--- src/rtl/breakout_level_controller_pkg.sv ---
// Shared breakout game definitions: block-field geometry, life count and
// the level-controller state encoding, used by physics, renderer and flow control.
package breakout_level_controller_pkg;

  localparam int GAME_BLOCK_COUNT = 72;
  localparam int GAME_START_LIVES = 3;
  localparam int ADDR_W           = 7;

  // The entry just past the last real block is a permanently-empty slot.
  function automatic logic [ADDR_W-1:0] dummy_addr(input int block_count);
    return ADDR_W'(block_count);
  endfunction

  localparam logic [ADDR_W-1:0] GAME_DUMMY_ADDR = dummy_addr(GAME_BLOCK_COUNT);

  typedef enum logic [2:0] {
    ST_FILL      = 3'd0,
    ST_ARM       = 3'd1,
    ST_PLAY      = 3'd2,
    ST_RESPAWN   = 3'd3,
    ST_GAME_OVER = 3'd4
  } state_e;

endpackage

--- src/rtl/breakout_level_controller.sv ---
// Game-flow controller: owns block-RAM port A (level fill vs. physics),
// sequences physics resets/frame starts and tracks blocks, lives and level.
module breakout_level_controller
  import breakout_level_controller_pkg::*;
#(
  parameter int BLOCK_COUNT = GAME_BLOCK_COUNT,
  parameter int START_LIVES = GAME_START_LIVES
) (
  input  logic              CLK,
  input  logic              RESET,
  input  logic              FRAME_TICK,
  input  logic              BTN_RELEASE,
  input  logic              BALL_LOST,
  input  logic              BLOCK_CLEARED,
  input  logic [ADDR_W-1:0] PHYS_ADDR,
  input  logic              PHYS_WE,
  input  logic              PHYS_WDATA,
  output logic [ADDR_W-1:0] MEM_ADDR,
  output logic              MEM_WE,
  output logic              MEM_WDATA,
  output logic              PHYS_RESET,
  output logic              PHYS_START_UPDATE,
  output logic [2:0]        LIVES,
  output logic [3:0]        LEVEL,
  output logic              GAME_OVER
);

  localparam logic [ADDR_W-1:0] DUMMY_ADDR  = dummy_addr(BLOCK_COUNT);
  localparam logic [ADDR_W-1:0] FULL_COUNT  = ADDR_W'(BLOCK_COUNT);
  localparam logic [2:0]        LIVES_INIT  = 3'(START_LIVES);

  state_e            state_q, state_d;
  logic [ADDR_W-1:0] fill_q, fill_d;
  logic [ADDR_W-1:0] remaining_q, remaining_d;
  logic [2:0]        lives_q, lives_d;
  logic [3:0]        level_q, level_d;
  logic              ball_prev_q, ball_prev_d;
  logic              btn_prev_q;
  logic              phys_reset_q;
  logic              game_over_q;

  logic ball_rise;
  logic btn_rise;
  logic in_play;

  assign in_play   = (state_q == ST_PLAY);
  assign ball_rise = BALL_LOST & ~ball_prev_q;
  assign btn_rise  = BTN_RELEASE & ~btn_prev_q;

  always_comb begin
    state_d     = state_q;
    fill_d      = fill_q;
    remaining_d = remaining_q;
    lives_d     = lives_q;
    level_d     = level_q;
    // Holding the previous value at 1 outside PLAY masks a BALL_LOST that is
    // still high when physics comes out of reset.
    ball_prev_d = 1'b1;

    case (state_q)
      ST_FILL: begin
        fill_d = fill_q + 1'b1;
        if (fill_q == DUMMY_ADDR) begin
          state_d     = ST_ARM;
          fill_d      = '0;
          remaining_d = FULL_COUNT;
        end
      end
      ST_ARM: state_d = ST_PLAY;
      ST_PLAY: begin
        ball_prev_d = BALL_LOST;
        if (BLOCK_CLEARED && (remaining_q != '0))
          remaining_d = remaining_q - 1'b1;
        // Clearing the last block takes priority over a coincident ball loss.
        if (remaining_d == '0) begin
          level_d = level_q + 4'd1;
          state_d = ST_FILL;
          fill_d  = '0;
        end else if (ball_rise) begin
          if (lives_q > 3'd1) begin
            lives_d = lives_q - 3'd1;
            state_d = ST_RESPAWN;
          end else begin
            lives_d = 3'd0;
            state_d = ST_GAME_OVER;
          end
        end
      end
      ST_RESPAWN: state_d = ST_PLAY;
      ST_GAME_OVER: begin
        if (btn_rise) begin
          lives_d = LIVES_INIT;
          level_d = 4'd0;
          fill_d  = '0;
          state_d = ST_FILL;
        end
      end
      default: begin
        state_d = ST_FILL;
        fill_d  = '0;
      end
    endcase
  end

  always_ff @(posedge CLK) begin
    if (RESET) begin
      state_q      <= ST_FILL;
      fill_q       <= '0;
      remaining_q  <= FULL_COUNT;
      lives_q      <= LIVES_INIT;
      level_q      <= 4'd0;
      ball_prev_q  <= 1'b1;
      btn_prev_q   <= 1'b1;
      phys_reset_q <= 1'b1;
      game_over_q  <= 1'b0;
    end else begin
      state_q      <= state_d;
      fill_q       <= fill_d;
      remaining_q  <= remaining_d;
      lives_q      <= lives_d;
      level_q      <= level_d;
      ball_prev_q  <= ball_prev_d;
      btn_prev_q   <= BTN_RELEASE;
      phys_reset_q <= (state_d != ST_PLAY);
      game_over_q  <= (state_d == ST_GAME_OVER);
    end
  end

  // Port A: physics passes straight through in PLAY so its read latency is
  // untouched; the fill writes come from the state/counter registers.
  always_comb begin
    MEM_ADDR  = '0;
    MEM_WE    = 1'b0;
    MEM_WDATA = 1'b0;
    if (!RESET) begin
      if (in_play) begin
        MEM_ADDR  = PHYS_ADDR;
        MEM_WE    = PHYS_WE;
        MEM_WDATA = PHYS_WDATA;
      end else if (state_q == ST_FILL) begin
        MEM_ADDR  = fill_q;
        MEM_WE    = 1'b1;
        MEM_WDATA = (fill_q != DUMMY_ADDR);
      end
    end
  end

  assign PHYS_START_UPDATE = in_play & FRAME_TICK;
  assign PHYS_RESET        = phys_reset_q;
  assign LIVES             = lives_q;
  assign LEVEL             = level_q;
  assign GAME_OVER         = game_over_q;

endmodule

--- config.mk ---
export PLATFORM = sky130hd
export DESIGN_NAME = breakout_level_controller
export DESIGN_NICKNAME = d
export VERILOG_FILES = /design/src/rtl/breakout_level_controller_pkg.sv /design/src/rtl/breakout_level_controller.sv
export SDC_FILE = /design/constraint.sdc
export NUM_CORES = 1
export LEC_CHECK = 0
export BUFFER_PORTS_ARGS = -buffer_cell sky130_fd_sc_hd__buf_2
export CORE_AREA = 5 5 62 64
export DETAILED_ROUTE_END_ITERATION = 12
export DIE_AREA = 0 0 67 69
export PLACE_DENSITY = 0.77
export SLEW_MARGIN = 15
export SYNTH_ARGS = -nofsm -noshare
export SYNTH_HDL_FRONTEND = slang
export SYNTH_SLANG_ARGS = --single-unit
--- constraint.sdc ---
create_clock -name CLK -period 2.35 [get_ports CLK]
set_input_delay 0.5875 -clock CLK [delete_from_list [all_inputs] [get_ports CLK]]
set_output_delay 0.5875 -clock CLK [all_outputs]
set_load 0.01 [all_outputs]
; Word level (Yosys, flattened, before mapping)
; Index checks and enable logic that the tools add are counted.
[totals]
output_inout_bits = 19
wordCells = 77
regBits = 28
in_bits = 15
[op_classes]
magnitude_cmp = 1
reduce_logical = 12
n_addsub = 4
bitwise = 7
n_eq_ne = 13
n_mux = 31
[op_table]
columns = cell, n
row1 = 7-bit two-way mux, 9
row2 = 7-bit one-hot mux with 4 select lines, 1
row3 = 3-bit two-way mux, 9
row4 = 7-bit one-hot mux with 2 select lines, 1
row5 = 3-bit one-hot mux with 4 select lines, 1
row6 = 4-bit two-way mux, 2
row7 = 2-bit != test (second input constant), 4
row8 = 4-bit one-hot mux with 2 select lines, 1
row9 = 7-bit by 1-bit adder with 7-bit output (second input constant), 1
row10 = 7-bit == test (second input constant), 1
row11 = 7-bit logical NOT, 1
row12 = 7-bit != test (second input constant), 1
row13 = 7-bit nonzero test, 1
row14 = 7-bit by 1-bit subtractor with 7-bit output (second input constant), 1
row15 = 3-bit by 2-bit == test with 1-bit output (second input constant), 2
row16 = 3-bit == test (second input constant), 2
row17 = 1-bit two-way mux, 6
row18 = 3-bit one-hot mux with 2 select lines, 1
row19 = 3-bit AND reduction, 2
row20 = 4-bit by 1-bit adder with 4-bit output (second input constant), 1
row21 = 1-bit inverter, 4
row22 = 4-bit AND reduction, 1
row23 = 2-bit nonzero test, 2
row24 = 2-bit OR reduction, 2
row25 = 9 further kinds, 11

; Longest topological paths before layout
[depth]
word_depth = 8
depth_mapped = 7
mapped_depth_nobuf = 7

; Worst setup path after synthesis
; OpenSTA, ideal clock, no wires.
[synth_path]
path_kind = register to register
start = register remaining_q[0]
end = register level_q[3] (netlist: LEVEL[3])
path_stages_with_launch = 8
n_path_buf = 0
setup_slack_ps = 367
arrival_ps = 1913
setup_time_ps = 70
required_ps = 2280
period_less_slack_ps = 1983
path_cell_list = dfxtp_1 inv_1 ha_1 or3b_2 o2111ai_2 a21o_4 or4_1 a21oi_1
[synth_via]
elab_chain_cells = 7
elab_cells_between_ends = 8
cone_classes = 1 x add/sub / 1 x eq/ne / 2 x mux / 4 x reduce/logical
[synth_rtl]
columns = item, line
row1 = "start, declared", breakout_level_controller.sv:34  ; logic [ADDR_W-1:0] remaining_q, remaining_d;
row2 = "start signal, assigned", breakout_level_controller.sv:119  ; remaining_q <= remaining_d;
row3 = "parallel branches: the longest is 2 deep, another holds 7-bit by 1-bit subtractor with 7-bit output", n/a
row4 = 7-bit two-way mux (*), breakout_level_controller.sv:72  ; if (BLOCK_CLEARED && (remaining_q != '0))
row5 = 7-bit two-way mux (*), breakout_level_controller.sv:60  ; case (state_q)
row6 = 7-bit logical NOT (*), breakout_level_controller.sv:75  ; if (remaining_d == '0) begin
row7 = 2-bit by 1-bit != test with 1-bit output (no line) (*), n/a
row8 = 3-bit AND reduction (no line) (*), n/a
row9 = "end signal, assigned", breakout_level_controller.sv:121  ; level_q <= level_d;
row10 = "end, declared", breakout_level_controller.sv:36  ; logic [3:0] level_q, level_d;
; Mark *: on every way between the ends. The select of a mux whose other input is x is not followed.
; A chain may end at the register's enable or synchronous reset.

; Worst setup path after layout
[layout_path]
start = register state_q[1]
end = output port PHYS_START_UPDATE
[layout_via]
elab_chain_cells = 2
[layout_rtl]
columns = item, line
row1 = "start, declared", breakout_level_controller.sv:32  ; state_e state_q, state_d;
row2 = "start signal, assigned", breakout_level_controller.sv:117  ; state_q <= state_d;
row3 = 3-bit by 2-bit == test with 1-bit output, breakout_level_controller.sv:46  ; assign in_play = (state_q == ST_PLAY);
row4 = 1-bit bitwise AND, breakout_level_controller.sv:148  ; assign PHYS_START_UPDATE = in_play & FRAME_TICK;
row5 = "end, declared", breakout_level_controller.sv:22  ; output logic PHYS_START_UPDATE,
; No other way between the ends.

==> impl_metrics.py <==
metrics = {
    "status": {
        "status": "complete, no violations",
    },
    "global_routing": {
        "antenna_found_initial": 0,
        "grt-busiest-layer": "met2",
        "grt_overflow_total": 0,
        "grt_max_degree": 33,
        "grt_pass1_wl_um": 6380,
        "grt_util_all_layers_pct": 17.0,
        "grt_pass1_vias": 1497,
        "met3_usage_pct": 3.25,
        "use_met1_pct": 21.9,
        "grtUsageMet2_pct": 27.0,
    },
    "clocking": {
        "insertion_delay_ns": 0.34,
        "cts_hold_buf": 0,
        "htreeDepth": 1,
        "clockRootBuffer": "clkbuf_4",
        "clk_pin_slew_ns": 0.16,
        "cts_tree": "built",
        "cts_buffers": 3,
        "cts_max_path_buffers": 2,
        "cts_sinks": 28,
    },
    "synth": {
        "yosys_warnings": 0,
        "ys_seq_elements": 28,
        "synth_top_cell_area_share_pct": 33.1,
        "synth.yosys.seq_area_share_pct": 33.1,
        "async_flop_share_pct": 0,
        "synth_fp_nets": 228,
        "synth_area_leader_cell": "dfxtp_1",
        "ys_types": 48,
        "synth_ff_type": "dfxtp_1",
        "ys_top_cells_by_count": "nor2_1, dfxtp_1, a21oi_1, inv_1",
        "netlist_instances": 206,
        "ys_top_cells_by_area": "dfxtp_1, nor2_1, mux2i_1",
        "synth.most_common_cell": "nor2_1",
        "netlist_area_um2": 1690,
        "syn-mean-instance-area_um2": 8.21,
        "synth_edf_count": 0,
    },
    "sta": {
        "finalClockSkew_ns": 0.00349,
        "fmax_ghz": 0.456,
        "drv_slew": 0,
        "finalSetupViolCount": 0,
        "setup_ws_ns": 0.158,
        "hold_viol": 0,
        "rsz0062_at_grt": "false",
        "finalCritPeriodShare_pct": 93.3,
        "tightest_slew_ns": 0.412,
        "period_needed_ns": 2.19,
        "setup_tns_ns": 0,
        "relSlewSlack_pct": 72.2,
    },
    "critical_path": {
        "r2r_slack_ns": 0.21,
        "crit_path_start": "state_q[1]$_SDFF_PP0_",
        "crit_required_ns": 1.76,
        "cp.arrival_ns": 1.60,
        "worstReg2RegStart": "remaining_q[0]$_SDFFE_PP0P_",
        "crit_fanout": 9,
        "r2r-end": "fill_q[5]$_SDFFE_PP0P_",
        "cp-start-kind": "flip-flop",
        "r2r_cells": 8,
        "end_kind": "primary output",
        "critPathKind": "reg -> out",
    },
    "placement": {
        "gp_congestion": 0.821,
        "io_buffers": 33,
        "place_ws_ns": 0.144,
        "dp_hpwl_um": 2820,
    },
    "drt": {
        "vias_per_cell": 5.48,
        "wl_per_cell_um": 13.3,
        "routed_wirelength_um": 3840,
        "detail_route.iter0.violations": 62,
        "num_vias": 1584,
        "drtPass1Iterations": 4,
        "remaining_drc_errors": 0,
        "antenna_left": 0,
    },
    "hold_path": {
        "holdPathStages": 2,
        "min_from": "BTN_RELEASE",
        "hold_path.class": "in -> reg",
        "hold_path_end": "btn_prev_q$_SDFF_PP1_",
    },
    "finish": {
        "drive_gt1_share_pct": 24.7,
        "syn_to_final_growth_pct": 20.0,
        "fin_nets": 266,
        "fill_cells": 300,
        "antennaDiodeCount": 0,
    },
    "floorplanning": {
        "rows": 21,
        "die_w_um": 67,
        "dieArea_um2": 4620,
        "start_util_pct": 52.3,
        "die-height_um": 69,
        "boundaryPins": 34,
        "core-area_um2": 3230,
    },
    "pwr": {
        "leakage_nw": 0.779,
        "power-per-cell-area_nw_per_um2": 432,
        "ir_worst_vdd_v": 0.000347,
    },
    "flow_run": {
        "max_cap_viol_count": 0,
    },
}
-- how the worst max path moves through the flow --
stage / endpoint
floorplan: LEVEL[3]$_SDFFE_PP0P_
global placement: fill_q[6]$_SDFFE_PP0P_
detailed placement: fill_q[5]$_SDFFE_PP0P_
CTS: MEM_WDATA
global route: MEM_WDATA
finish: PHYS_START_UPDATE
-- power breakdown --
| group | switching (mW) | internal [mW] |
|---|---|---|
| sequential | 0.00608 | 0.481 |
| clock | 0.157 | 0.173 |
| combinational | 0.0335 | 0.0275 |
| total | 0.197 | 0.681 |
-- repair_timing --
item / 4_1_cts / 5_1_grt
gates resized for setup: 0 / 7
buffers inserted: 0 / 3
setup endpoints to repair: 0 / 4
-- worst max-delay path, cell delays in order, from the launching register on --
cell     delay (ns)
dfxtp_2        0.42
buf_6          0.17
nor3b_1        0.19
buf_4          0.16
buf_12         0.10
and2_1         0.11
buf_2          0.12
-- per-stage QoR --
| step | power, mW | area, um2 | hold WS (ns) | instances | utilization, % |
|---|---|---|---|---|---|
| 2_1_floorplan | 0.532 | 1690 | 0.461 | 206 | - |
| 3_3_place_gp | 0.557 | 1920 | 0.471 | 282 | 59.3 |
| 3_5_place_dp | 0.558 | 1920 | 0.482 | 282 | 59.3 |
| 4_1_cts | 0.880 | 1970 | 0.434 | 286 | 60.9 |
| 5_1_grt | 0.913 | 2030 | 0.425 | 289 | 62.8 |
| 6_report | 0.878 | 2030 | 0.437 | 289 | 62.8 |
-- per-layer routing --
metal	vias to the layer above	part of all wire [%]	wire [um]
met5	-	0	0
met4	0	1.5	56
met3	6	4.9	188
met2	37	47	1820
met1	715	46	1770
li1	826	-	-
-- layout make-up --
class                   instances  area [um2]  share of cell area (%)
multi-input cells             158        1070                    52.9
inverters                      13        48.8                    2.40
repair buffers                 40         234                    11.5
well taps                      46        57.6                    2.84
flip-flops and latches         28         563                    27.7
clock buffers                   3        22.5                    1.11
clock inverters                 1        30.0                    1.48
-- placed cells by master, fill, tap and decap left out, types with 6 or more instances in the layout --
cell	instances
a21oi_1	13
buf_2	33
dfxtp_1	26
ha_1	7
inv_1	13
mux2i_1	11
nand2_1	8
nand2b_1	6
nand3_1	8
nor2_1	30
nor3_1	6
o21ai_0	10
-- sequential cells by signal (all words and copies together) (netlist names) --
| register | count |
|---|---|
| state_q | 3 |
| btn_prev_q | 1 |
| GAME_OVER | 1 |
| remaining_q | 7 |
| PHYS_RESET | 1 |
| LEVEL | 4 |
| fill_q | 7 |
| LIVES | 3 |
| ball_prev_q | 1 |
-- logic make-up (layout without fill, tap and decap cells) --
logic type / after synthesis / after routing / synth area share [%]
buf+inv: 20 / 57 / 4.51
compound gates: 50 / 50 / 21.2
simple gates: 86 / 86 / 27.4
xor+xnor: 4 / 4 / 2.07
flops: 28 / 28 / 33.1
fa+ha+maj: 7 / 7 / 5.18
mux: 11 / 11 / 6.51
(Power assumes the default switching activity.)
